==> config.mk <==
export PLATFORM = sky130hd
export DESIGN_NAME = flex_word_sr_flat
export DESIGN_NICKNAME = d
export VERILOG_FILES = /design/src/rtl/flex_word_sr_if.sv /design/src/rtl/flex_word_sr.sv /design/src/flat_wrapper.sv
export SDC_FILE = /design/constraint.sdc
export NUM_CORES = 1
export LEC_CHECK = 0
export BUFFER_PORTS_ARGS = -buffer_cell sky130_fd_sc_hd__buf_2
export CORE_MARGIN = 2
export CORE_UTILIZATION = 48
export DETAILED_ROUTE_END_ITERATION = 12
export HOLD_SLACK_MARGIN = 0.15
export PLACE_DENSITY = 0.8
export SYNTH_ARGS = -nofsm -noshare
export SYNTH_HDL_FRONTEND = slang
export SYNTH_SLANG_ARGS = --single-unit
==> constraint.sdc <==
create_clock -name clk -period 1.95 [get_ports clk]
set_input_delay 0.39 -clock clk [delete_from_list [all_inputs] [get_ports clk]]
set_output_delay 0.39 -clock clk [all_outputs]
set_load 0.02 [all_outputs]
==> src/rtl/flex_word_sr_if.sv <==
// Bundle of the control, serial and word-handshake signals of flex_word_sr.
// The master drives shift/load/serial data and consumes words; the slave is the shift register.
interface flex_word_sr_if #(
  parameter int NUM_BITS = 8
);
  localparam int CW = $clog2(NUM_BITS);

  logic                shift_enable;
  logic                msb_first;
  logic                serial_in;
  logic                load_enable;
  logic [NUM_BITS-1:0] load_data;
  logic                serial_out;
  logic [NUM_BITS-1:0] parallel_out;
  logic [NUM_BITS-1:0] word_out;
  logic                word_valid;
  logic                word_ready;
  logic                overrun;
  logic [CW-1:0]       bit_count;

  modport master (
    output shift_enable, msb_first, serial_in, load_enable, load_data, word_ready,
    input  serial_out, parallel_out, word_out, word_valid, overrun, bit_count
  );

  modport slave (
    input  shift_enable, msb_first, serial_in, load_enable, load_data, word_ready,
    output serial_out, parallel_out, word_out, word_valid, overrun, bit_count
  );
endinterface

==> src/rtl/flex_word_sr.sv <==
// Bidirectional shift register that assembles NUM_BITS-bit words and hands each
// completed word to a consumer through a one-entry holding register.
module flex_word_sr #(
  parameter int NUM_BITS  = 8,
  parameter bit RESET_BIT = 1'b1
) (
  input logic           clk,
  input logic           rst,
  flex_word_sr_if.slave bus
);
  localparam int            CW   = $clog2(NUM_BITS);
  localparam logic [CW-1:0] LAST = CW'(NUM_BITS - 1);

  logic [NUM_BITS-1:0] sr_q;
  logic [NUM_BITS-1:0] sr_next;
  logic [CW-1:0]       cnt_q;
  logic [NUM_BITS-1:0] word_q;
  logic                valid_q;
  logic                overrun_q;
  logic                do_shift;
  logic                capture;
  logic                accept;
  logic                drop;

  // Word handshake: word_out is transferred on any cycle where word_valid and
  // word_ready are both 1; word_valid only falls after such a transfer, and a
  // new word may replace the transferred one in that same cycle.
  assign do_shift = bus.shift_enable & ~bus.load_enable;
  assign capture  = do_shift & (cnt_q == LAST);
  assign accept   = capture & (~valid_q | bus.word_ready);
  assign drop     = capture & valid_q & ~bus.word_ready;

  always_comb begin
    sr_next = sr_q;
    if (bus.msb_first) sr_next = {sr_q[NUM_BITS-2:0], bus.serial_in};
    else               sr_next = {bus.serial_in, sr_q[NUM_BITS-1:1]};
  end

  always_ff @(posedge clk or posedge rst) begin
    if (rst) begin
      sr_q  <= {NUM_BITS{RESET_BIT}};
      cnt_q <= '0;
    end else if (bus.load_enable) begin
      sr_q  <= bus.load_data;
      cnt_q <= '0;
    end else if (do_shift) begin
      sr_q  <= sr_next;
      cnt_q <= capture ? '0 : cnt_q + 1'b1;
    end
  end

  // Holding register: a captured word carries the post-shift contents.
  always_ff @(posedge clk or posedge rst) begin
    if (rst) begin
      word_q    <= '0;
      valid_q   <= 1'b0;
      overrun_q <= 1'b0;
    end else begin
      if (accept) begin
        word_q  <= sr_next;
        valid_q <= 1'b1;
      end else if (valid_q && bus.word_ready) begin
        valid_q <= 1'b0;
      end
      if (drop) overrun_q <= 1'b1;
    end
  end

  assign bus.serial_out   = bus.msb_first ? sr_q[NUM_BITS-1] : sr_q[0];
  assign bus.parallel_out = sr_q;
  assign bus.word_out     = word_q;
  assign bus.word_valid   = valid_q;
  assign bus.overrun      = overrun_q;
  assign bus.bit_count    = cnt_q;
endmodule

==> src/flat_wrapper.sv <==
// flat-port wrapper written by rule: the top's interface ports become plain ports
module flex_word_sr_flat 
#(
  parameter int NUM_BITS  = 8,
  parameter bit RESET_BIT = 1'b1
)
  (clk, rst, bus_shift_enable, bus_msb_first, bus_serial_in, bus_load_enable, bus_load_data, bus_word_ready, bus_serial_out, bus_parallel_out, bus_word_out, bus_word_valid, bus_overrun, bus_bit_count);
  flex_word_sr_if #(.NUM_BITS(NUM_BITS)) bus_i ();
  input logic clk;
  input logic rst;
  input wire logic [$bits(bus_i.shift_enable)-1:0] bus_shift_enable;
  input wire logic [$bits(bus_i.msb_first)-1:0] bus_msb_first;
  input wire logic [$bits(bus_i.serial_in)-1:0] bus_serial_in;
  input wire logic [$bits(bus_i.load_enable)-1:0] bus_load_enable;
  input wire logic [$bits(bus_i.load_data)-1:0] bus_load_data;
  input wire logic [$bits(bus_i.word_ready)-1:0] bus_word_ready;
  output wire logic [$bits(bus_i.serial_out)-1:0] bus_serial_out;
  output wire logic [$bits(bus_i.parallel_out)-1:0] bus_parallel_out;
  output wire logic [$bits(bus_i.word_out)-1:0] bus_word_out;
  output wire logic [$bits(bus_i.word_valid)-1:0] bus_word_valid;
  output wire logic [$bits(bus_i.overrun)-1:0] bus_overrun;
  output wire logic [$bits(bus_i.bit_count)-1:0] bus_bit_count;
  assign bus_i.shift_enable = bus_shift_enable;
  assign bus_i.msb_first = bus_msb_first;
  assign bus_i.serial_in = bus_serial_in;
  assign bus_i.load_enable = bus_load_enable;
  assign bus_i.load_data = bus_load_data;
  assign bus_i.word_ready = bus_word_ready;
  assign bus_serial_out = bus_i.serial_out;
  assign bus_parallel_out = bus_i.parallel_out;
  assign bus_word_out = bus_i.word_out;
  assign bus_word_valid = bus_i.word_valid;
  assign bus_overrun = bus_i.overrun;
  assign bus_bit_count = bus_i.bit_count;
  flex_word_sr #(.NUM_BITS(NUM_BITS), .RESET_BIT(RESET_BIT)) u_core (.clk(clk), .rst(rst), .bus(bus_i));
endmodule
==> results of run 1 <==
where the power goes:
group          leakage [nW]  total [mW]  internal (mW)  switching [mW]
Sequential            0.233       0.493          0.471          0.0224
Clock                0.0150       0.210         0.0797           0.130
Combinational         0.456       0.167         0.0706          0.0961
placed cells by master (no fill, tap or decap), drive strengths merged, types with 2 or more instances in the layout:
master	synthesis	final
a211oi	6	6
a21o	6	6
a22oi	2	2
buf	6	37
clkbuf	0	4
dfrtp	13	13
dfstp	8	8
ha	2	2
inv	8	8
mux2	5	5
mux2i	15	15
nand2	3	3
nor2	9	9
nor2b	2	2
o21ai	2	2
per-stage QoR:
stage,util,hold slack (ps),cell area (um^2),instances,total power [mW]
finish,0.588,210,1270,153,0.869
global route,0.588,276,1270,153,0.910
CTS,0.588,224,1270,153,0.883
floorplan,-,361,1080,90,0.616
global placement,0.576,466,1250,149,0.663
detailed placement,0.576,483,1250,149,0.669
cell families after synthesis:
kind of cell,after synthesis,synth area share
AO/OA/AOI/OAI,17,0.113
flip-flops,21,0.494
multiplexers,20,0.204
adder cells (fa/ha/maj),2,0.0231
buffers and inverters,14,0.0819
AND/OR/NAND/NOR,16,0.0842
layer usage:
| metal | global-route usage | vias up |
|---|---|---|
| met3 | 0.0259 | 0 |
| met1 | 0.202 | 403 |
| met2 | 0.310 | 29 |
| li1 | - | 378 |
| met5 | 0 | - |
| met4 | 0.0658 | 0 |
sequential cells by signal (all words and copies together), names as in the netlist:
| signal | cells |
|---|---|
| u_core.bus.bit_count | 3 |
| u_core.bus.word_valid | 1 |
| u_core.bus.parallel_out | 8 |
| u_core.bus.overrun | 1 |
| u_core.bus.word_out | 8 |
area by class of cell:
| class | count | area, um^2 |
|---|---|---|
| fillers | 211 | 895 |
| flip-flops and latches | 21 | 536 |
| multi-input cells | 55 | 460 |
| repair buffers | 37 | 188 |
| well taps | 28 | 35.0 |
| inverters | 8 | 30.0 |
| clock buffers | 4 | 26.3 |
path summary, 6_finish.rpt:
path	from	endpoint	slack, ps
worst max-delay path	u_core.bus.bit_count[0]	u_core.bus.word_out[6]	310
worst min-delay path	rst	u_core.bus.overrun	210
worst max register to register	u_core.bus.bit_count[0]	u_core.bus.word_out[6]	310
worst min register to register	u_core.bus.overrun	u_core.bus.overrun	510
max in group asynchronous	rst	u_core.bus.bit_count[0]	1250
min in group clk	bus_load_data[1]	u_core.bus.parallel_out[1]	290
==> impl_metrics.yaml, run 1 <==
clock_network:
  clkLatencyLatePin_ps: 300
  cts.repair_timing.setup_buffer_count: 0
  cts_tree: "built"
  ctsRootBufferMaster: "clkbuf_4"
  tritoncts.num_buffers: 3
  clkSinkCount: 21
  clk_pin_slew_ps: 110
  post_cts_resize_count: 0
  cts_hold_buf: 0
  ctsHtreeMaxLevel: 1
  max-clock-path-buffers: 2
power:
  power_density_of_the_placed_cells_nw_per_um2: 682
  p_leak_nw: 0.704
  irDropWorstVdd_mv: 0.358
logic_synthesis:
  post-synth-top-area-cell: "dfrtp_1"
  yosys.cell_count.top_type: "mux2i_1"
  post-synth-top-area-fraction: 0.300
  synth-seq-area-share: 0.494
  ys_async_sr_fraction: 1.00
  synth_area_um2: 1080
  synth-seq-cells: 21
  yosys-top-cells-area: "dfrtp_1 (30%), dfstp_2 (19%), mux2i_1 (14%), mux2_4 (5.5%), a211oi_1 (4.2%)"
  post_synth_most_frequent_cells: "mux2i_1 (15), dfrtp_1 (13), nor2_1 (9)"
  synth_nets: 107
  ys.flop_type: "dfrtp_1"
  postSynthAreaPerCell_um2: 12.1
  syn-instance-count: 90
  yosys_warns: 0
  synth_edf_count: 0
  synthDistinctLibCells: 23
drt:
  avgViaCountPerCell: 5.29
  routed_wl_mm: 2.09
  maxUsedRoutingLayer: "met3"
  drt-wirelength-per-cell_um: 13.6
  initialDrtViolationCount: 8
  routedLengthMet1_um: 889
  routed-wl-met2_mm: 1.07
  detail_route.first_pass.iterations: 4
  dr_wl_met3_um: 132
  route.antenna.remaining_nets: 0
  drcViolationCount: 0
  via_count: 810
sta:
  rsz0062_at_grt: "no"
  maxSlewViolCount: 0
  timing.final.setup_violations: 0
  max_slew_margin: 0.477
  finalWorstSetupSlack_ps: 310
  totalNegativeSetupSlack_ps: 0
  timing.final.hold_violations: 0
  worst_slew_pin_slew_ps: 784
  maxClockFrequency_ghz: 0.610
  worst_clock_skew_ps: 1.80
  finalCriticalPeriod_ps: 1640
  final_min_period_over_clock_period: 0.841
floorplanning:
  initial_utilization: 0.500
  chipHeight_um: 51.5
  floorplan.core_area_um2: 2170
  placement_rows: 17
  num_io_pins: 37
  die_w_um: 51.5
  design.die.area_um2: 2660
placed_design:
  post-place-ws_ps: 323
  portBuffers: 36
  globalplace.congestion: 0.716
  dp_hpwl_mm: 1.56
global_routing:
  grt_pass1_vias: 804
  maximum_number_of_pins_on_one_net_before_global_route_repair: 22
  grtUsageTotal: 0.171
  number_of_antenna_violations_at_the_first_check_in_global_routing: 0
  grt_first_pass_wirelength_mm: 3.37
  grt_overflow: 0
critical_path:
  timing.critical_path.buf_inv: 0
  critical_path_maximum_fanout: 8
  timing.reg2reg.worst_path_depth: 5
  largest_stage_delay_on_the_critical_path_ps: 410
  critical_path_depth: 5
  crit_path_start_kind: "flip-flop"
  cp.arrival_ps: 1840
  cp_endpoint_kind: "flip-flop"
  path_delay_family: "simple AND/OR/NAND/NOR gates"
  critical_path.most_common_cell: "ha_1"
  critPathKind: "reg2reg"
  crit_slowest_cell: "dfrtp_1"
  worst_ep_required_time_ps: 2150
  critical_path.cell_chain: "ha_1, ha_1, nand3b_4, nor2b_4, mux2_4"
final_layout:
  insertedDiodeCount: 0
  syn2layout_area_growth_pct: 17.5
  design.final.nets: 143
  share_of_layout_cells_above_drive_strength_1: 0.440
worst_hold_path:
  timing.hold.worst.class: "in2async"
job:
  cap_viol_max_count: 0
status:
  run_status: "completed"
Note: power is estimated with default switching activity, not from simulation.
==> run 2, diff against run 1 <==
--- a/config.mk
+++ b/config.mk
@@ -5,12 +5,13 @@
 export SDC_FILE = /design/constraint.sdc
 export NUM_CORES = 1
 export LEC_CHECK = 0
+export ABC_AREA = 1
 export BUFFER_PORTS_ARGS = -buffer_cell sky130_fd_sc_hd__buf_2
 export CORE_MARGIN = 2
-export CORE_UTILIZATION = 48
+export CORE_UTILIZATION = 49
 export DETAILED_ROUTE_END_ITERATION = 12
 export HOLD_SLACK_MARGIN = 0.15
-export PLACE_DENSITY = 0.8
+export PLACE_DENSITY = 0.81
 export SYNTH_ARGS = -nofsm -noshare
 export SYNTH_HDL_FRONTEND = slang
 export SYNTH_SLANG_ARGS = --single-unit
==> constraint.sdc (replaced) <==
create_clock -name clk -period 1.6 [get_ports clk]
set_input_delay 0.32 -clock clk [delete_from_list [all_inputs] [get_ports clk]]
set_output_delay 0.32 -clock clk [all_outputs]
set_load 0.02 [all_outputs]
==> impl_metrics.yaml, run 2 <==
clock_network:
  cts_tree: "built"
  clk_pin_slew_ps: 120
  clkLatencyLatePin_ps: 310
  ctsRootBufferMaster: "clkbuf_4"
  clkSinkCount: 21
  max-clock-path-buffers: 2
  ctsHtreeMaxLevel: 1
  tritoncts.num_buffers: 3
final_layout:
  multiInputGateArea_um2: 467
  syn2layout_area_growth_pct: 20.4
  share_of_layout_cells_above_drive_strength_1: 0.388
  insertedDiodeCount: 0
  most-common-layout-cells: "nand2_1 (56), buf_2 (36), dfrtp_1 (13)"
  design.final.nets: 183
  fillerInstances: 196
  final-instance-count-excl-fill: 193
  area.sequential_um2: 536
  final_common_cell: "nand2_1"
logic_synthesis:
  post_synth_most_frequent_cells: "nand2_1 (56), dfrtp_1 (13), inv_1 (12)"
  synth-seq-cells: 21
  yosys_warns: 0
  postSynthAreaPerCell_um2: 8.77
  synth_nets: 143
  synth_area_um2: 1100
  ys.flop_type: "dfrtp_1"
  syn-instance-count: 126
  synth_edf_count: 0
  synth-seq-area-share: 0.485
  yosys.cell_count.top_type: "nand2_1"
  yosys-top-cells-area: "dfrtp_1 (29%), dfstp_2 (19%), nand2_1 (19%), a22oi_2 (7.9%), o21ai_1 (4.1%)"
  post-synth-top-area-cell: "dfrtp_1"
  ys_async_sr_fraction: 1.00
  synthDistinctLibCells: 19
  post-synth-top-area-fraction: 0.294
global_routing:
  grt_overflow: 0
  globalRouteMet1Util: 0.226
  grt_first_pass_wirelength_mm: 3.66
  maximum_number_of_pins_on_one_net_before_global_route_repair: 22
  use_met2: 0.335
  grtUsageTotal: 0.189
  grt.busiest_layer: "met2"
  grt_pass1_vias: 865
  number_of_antenna_violations_at_the_first_check_in_global_routing: 0
  met3_usage: 0.0263
critical_path:
  crit_slowest_cell: "dfstp_2"
  timing.critical_path.from: "u_core.bus.parallel_out[7]"
  path_delay_family: "flip-flops"
  critPathKind: "reg2out"
  timing.reg2reg.worst_path_depth: 6
  r2r_slack_ps: 240
  critical_path_depth: 3
  cp.arrival_ps: 1260
  critical_path.cell_chain: "inv_1, a21oi_1, buf_2"
  largest_stage_delay_on_the_critical_path_ps: 560
  crit_path_start_kind: "flip-flop"
  cp_endpoint_kind: "primary output"
  r2r-end: "u_core.bus.word_out[6]"
  timing.critical_path.buf_inv: 2
  reg2reg_from: "u_core.bus.bit_count[0]"
  worst_ep_required_time_ps: 1280
  timing.critical_path.to: "bus_serial_out"
  critical_path_maximum_fanout: 3
sta:
  worst_hold_slack_ps: 239
  final_min_period_over_clock_period: 0.986
  finalCriticalPeriod_ps: 1580
  totalNegativeSetupSlack_ps: 0
  worst_clock_skew_ps: 4.19
  timing.final.hold_violations: 0
  max_slew_margin: 0.773
  worst_slew_pin_slew_ps: 339
  timing.final.setup_violations: 0
  rsz0062_at_grt: "no"
  maxSlewViolCount: 0
  maxClockFrequency_ghz: 0.634
floorplanning:
  placement_rows: 17
  design.die.area_um2: 2650
  initial_utilization: 0.509
  floorplan.core_area_um2: 2170
  chipHeight_um: 51.5
  num_io_pins: 37
  die_w_um: 51.5
drt:
  avgViaCountPerCell: 4.83
  route.antenna.remaining_nets: 0
  detail_route.first_pass.iterations: 4
  drcViolationCount: 0
  routed_wl_mm: 2.27
  initialDrtViolationCount: 18
  via_count: 933
  drt-wirelength-per-cell_um: 11.8
status:
  run_status: "completed"
placed_design:
  globalplace.congestion: 0.778
  dp_hpwl_mm: 1.78
  placed_cells: 188
  portBuffers: 36
worst_hold_path:
  timing.hold.worst.class: "in2reg"
  min_from: "bus_load_data[0]"
power:
  irDropWorstVdd_mv: 0.549
  p_leak_nw: 0.745
  power_density_of_the_placed_cells_nw_per_um2: 803
job:
  cap_viol_max_count: 0
-- run 2: cell types whose count changed after synthesis, sizes merged, moves of 5 or more --
cell    change
a22oi       +6
nand2      +53
inv         +5
a211oi      -6
o21ai       +7
mux2i      -15
a21o        -6
mux2        -5
-- run 2: what timing repair did --
action	in CTS	in global routing
setup buffers	0	0
hold endpoints to repair	13	0
hold buffers	1	0
resized for setup	0	0
-- run 2: through the flow --
stage | worst slack [ps] | total power, mW | instance area [um^2] | util
2_1_floorplan | 249 | 0.750 | 1100 | -
3_3_place_gp | 329 | 0.811 | 1290 | 0.596
3_5_place_dp | 265 | 0.817 | 1290 | 0.596
4_1_cts | 37.7 | 1.07 | 1330 | 0.613
5_1_grt | 6.25 | 1.12 | 1330 | 0.613
6_report | 22.9 | 1.07 | 1330 | 0.613
-- run 2: layout make-up --
class | count | area share
clock buffers | 3 | 0.0169
clock inverters | 1 | 0.00376
repair buffers | 40 | 0.160
multi-input cells | 86 | 0.351
well taps | 28 | 0.0263
inverters | 14 | 0.0395
flip-flops and latches | 21 | 0.403
-- run 2: per-layer routing --
layer / vias to the layer above / part of all wire / wire length [um]
met5: - / 0 / 0
met2: 26 / 0.51 / 1160
met1: 430 / 0.43 / 977
met4: 0 / 0.016 / 36
li1: 472 / - / -
met3: 5 / 0.042 / 96
-- run 2: cell families (layout without fill, tap and decap cells) --
family,after synthesis,in the layout,share of synthesized area
buf+inv,19,58,0.0928
flops,21,21,0.485
compound gates,19,19,0.138
fa+ha+maj,2,2,0.0226
simple gates,65,65,0.262
-- run 2: how the worst min path moves through the flow --
| stage | to | slack [ps] | cells past startpoint |
|---|---|---|---|
| 2_1_floorplan | u_core.bus.bit_count[0] | 290 | 1 |
| 3_3_place_gp | u_core.bus.word_valid | 350 | 3 |
| 3_5_place_dp | u_core.bus.word_valid | 360 | 3 |
| 4_1_cts | u_core.bus.parallel_out[0] | 240 | 3 |
| 5_1_grt | u_core.bus.parallel_out[0] | 230 | 3 |
| 6_report | u_core.bus.parallel_out[0] | 240 | 3 |
-- run 2: tightest hold or removal path, delay by kind of cell --
| kind | cells | cell delay (ps) |
|---|---|---|
| and+or+nand+nor | 1 | 50 |
| buffers and inverters | 1 | 80 |
| AOI/OAI and AO/OA | 1 | 60 |
-- run 2: where the power goes --
part	switching, mW	internal [mW]	leakage (nW)	total [mW]
combinational	0.130	0.0762	0.463	0.206
clock	0.167	0.0934	0.0177	0.260
sequential	0.0280	0.573	0.264	0.601
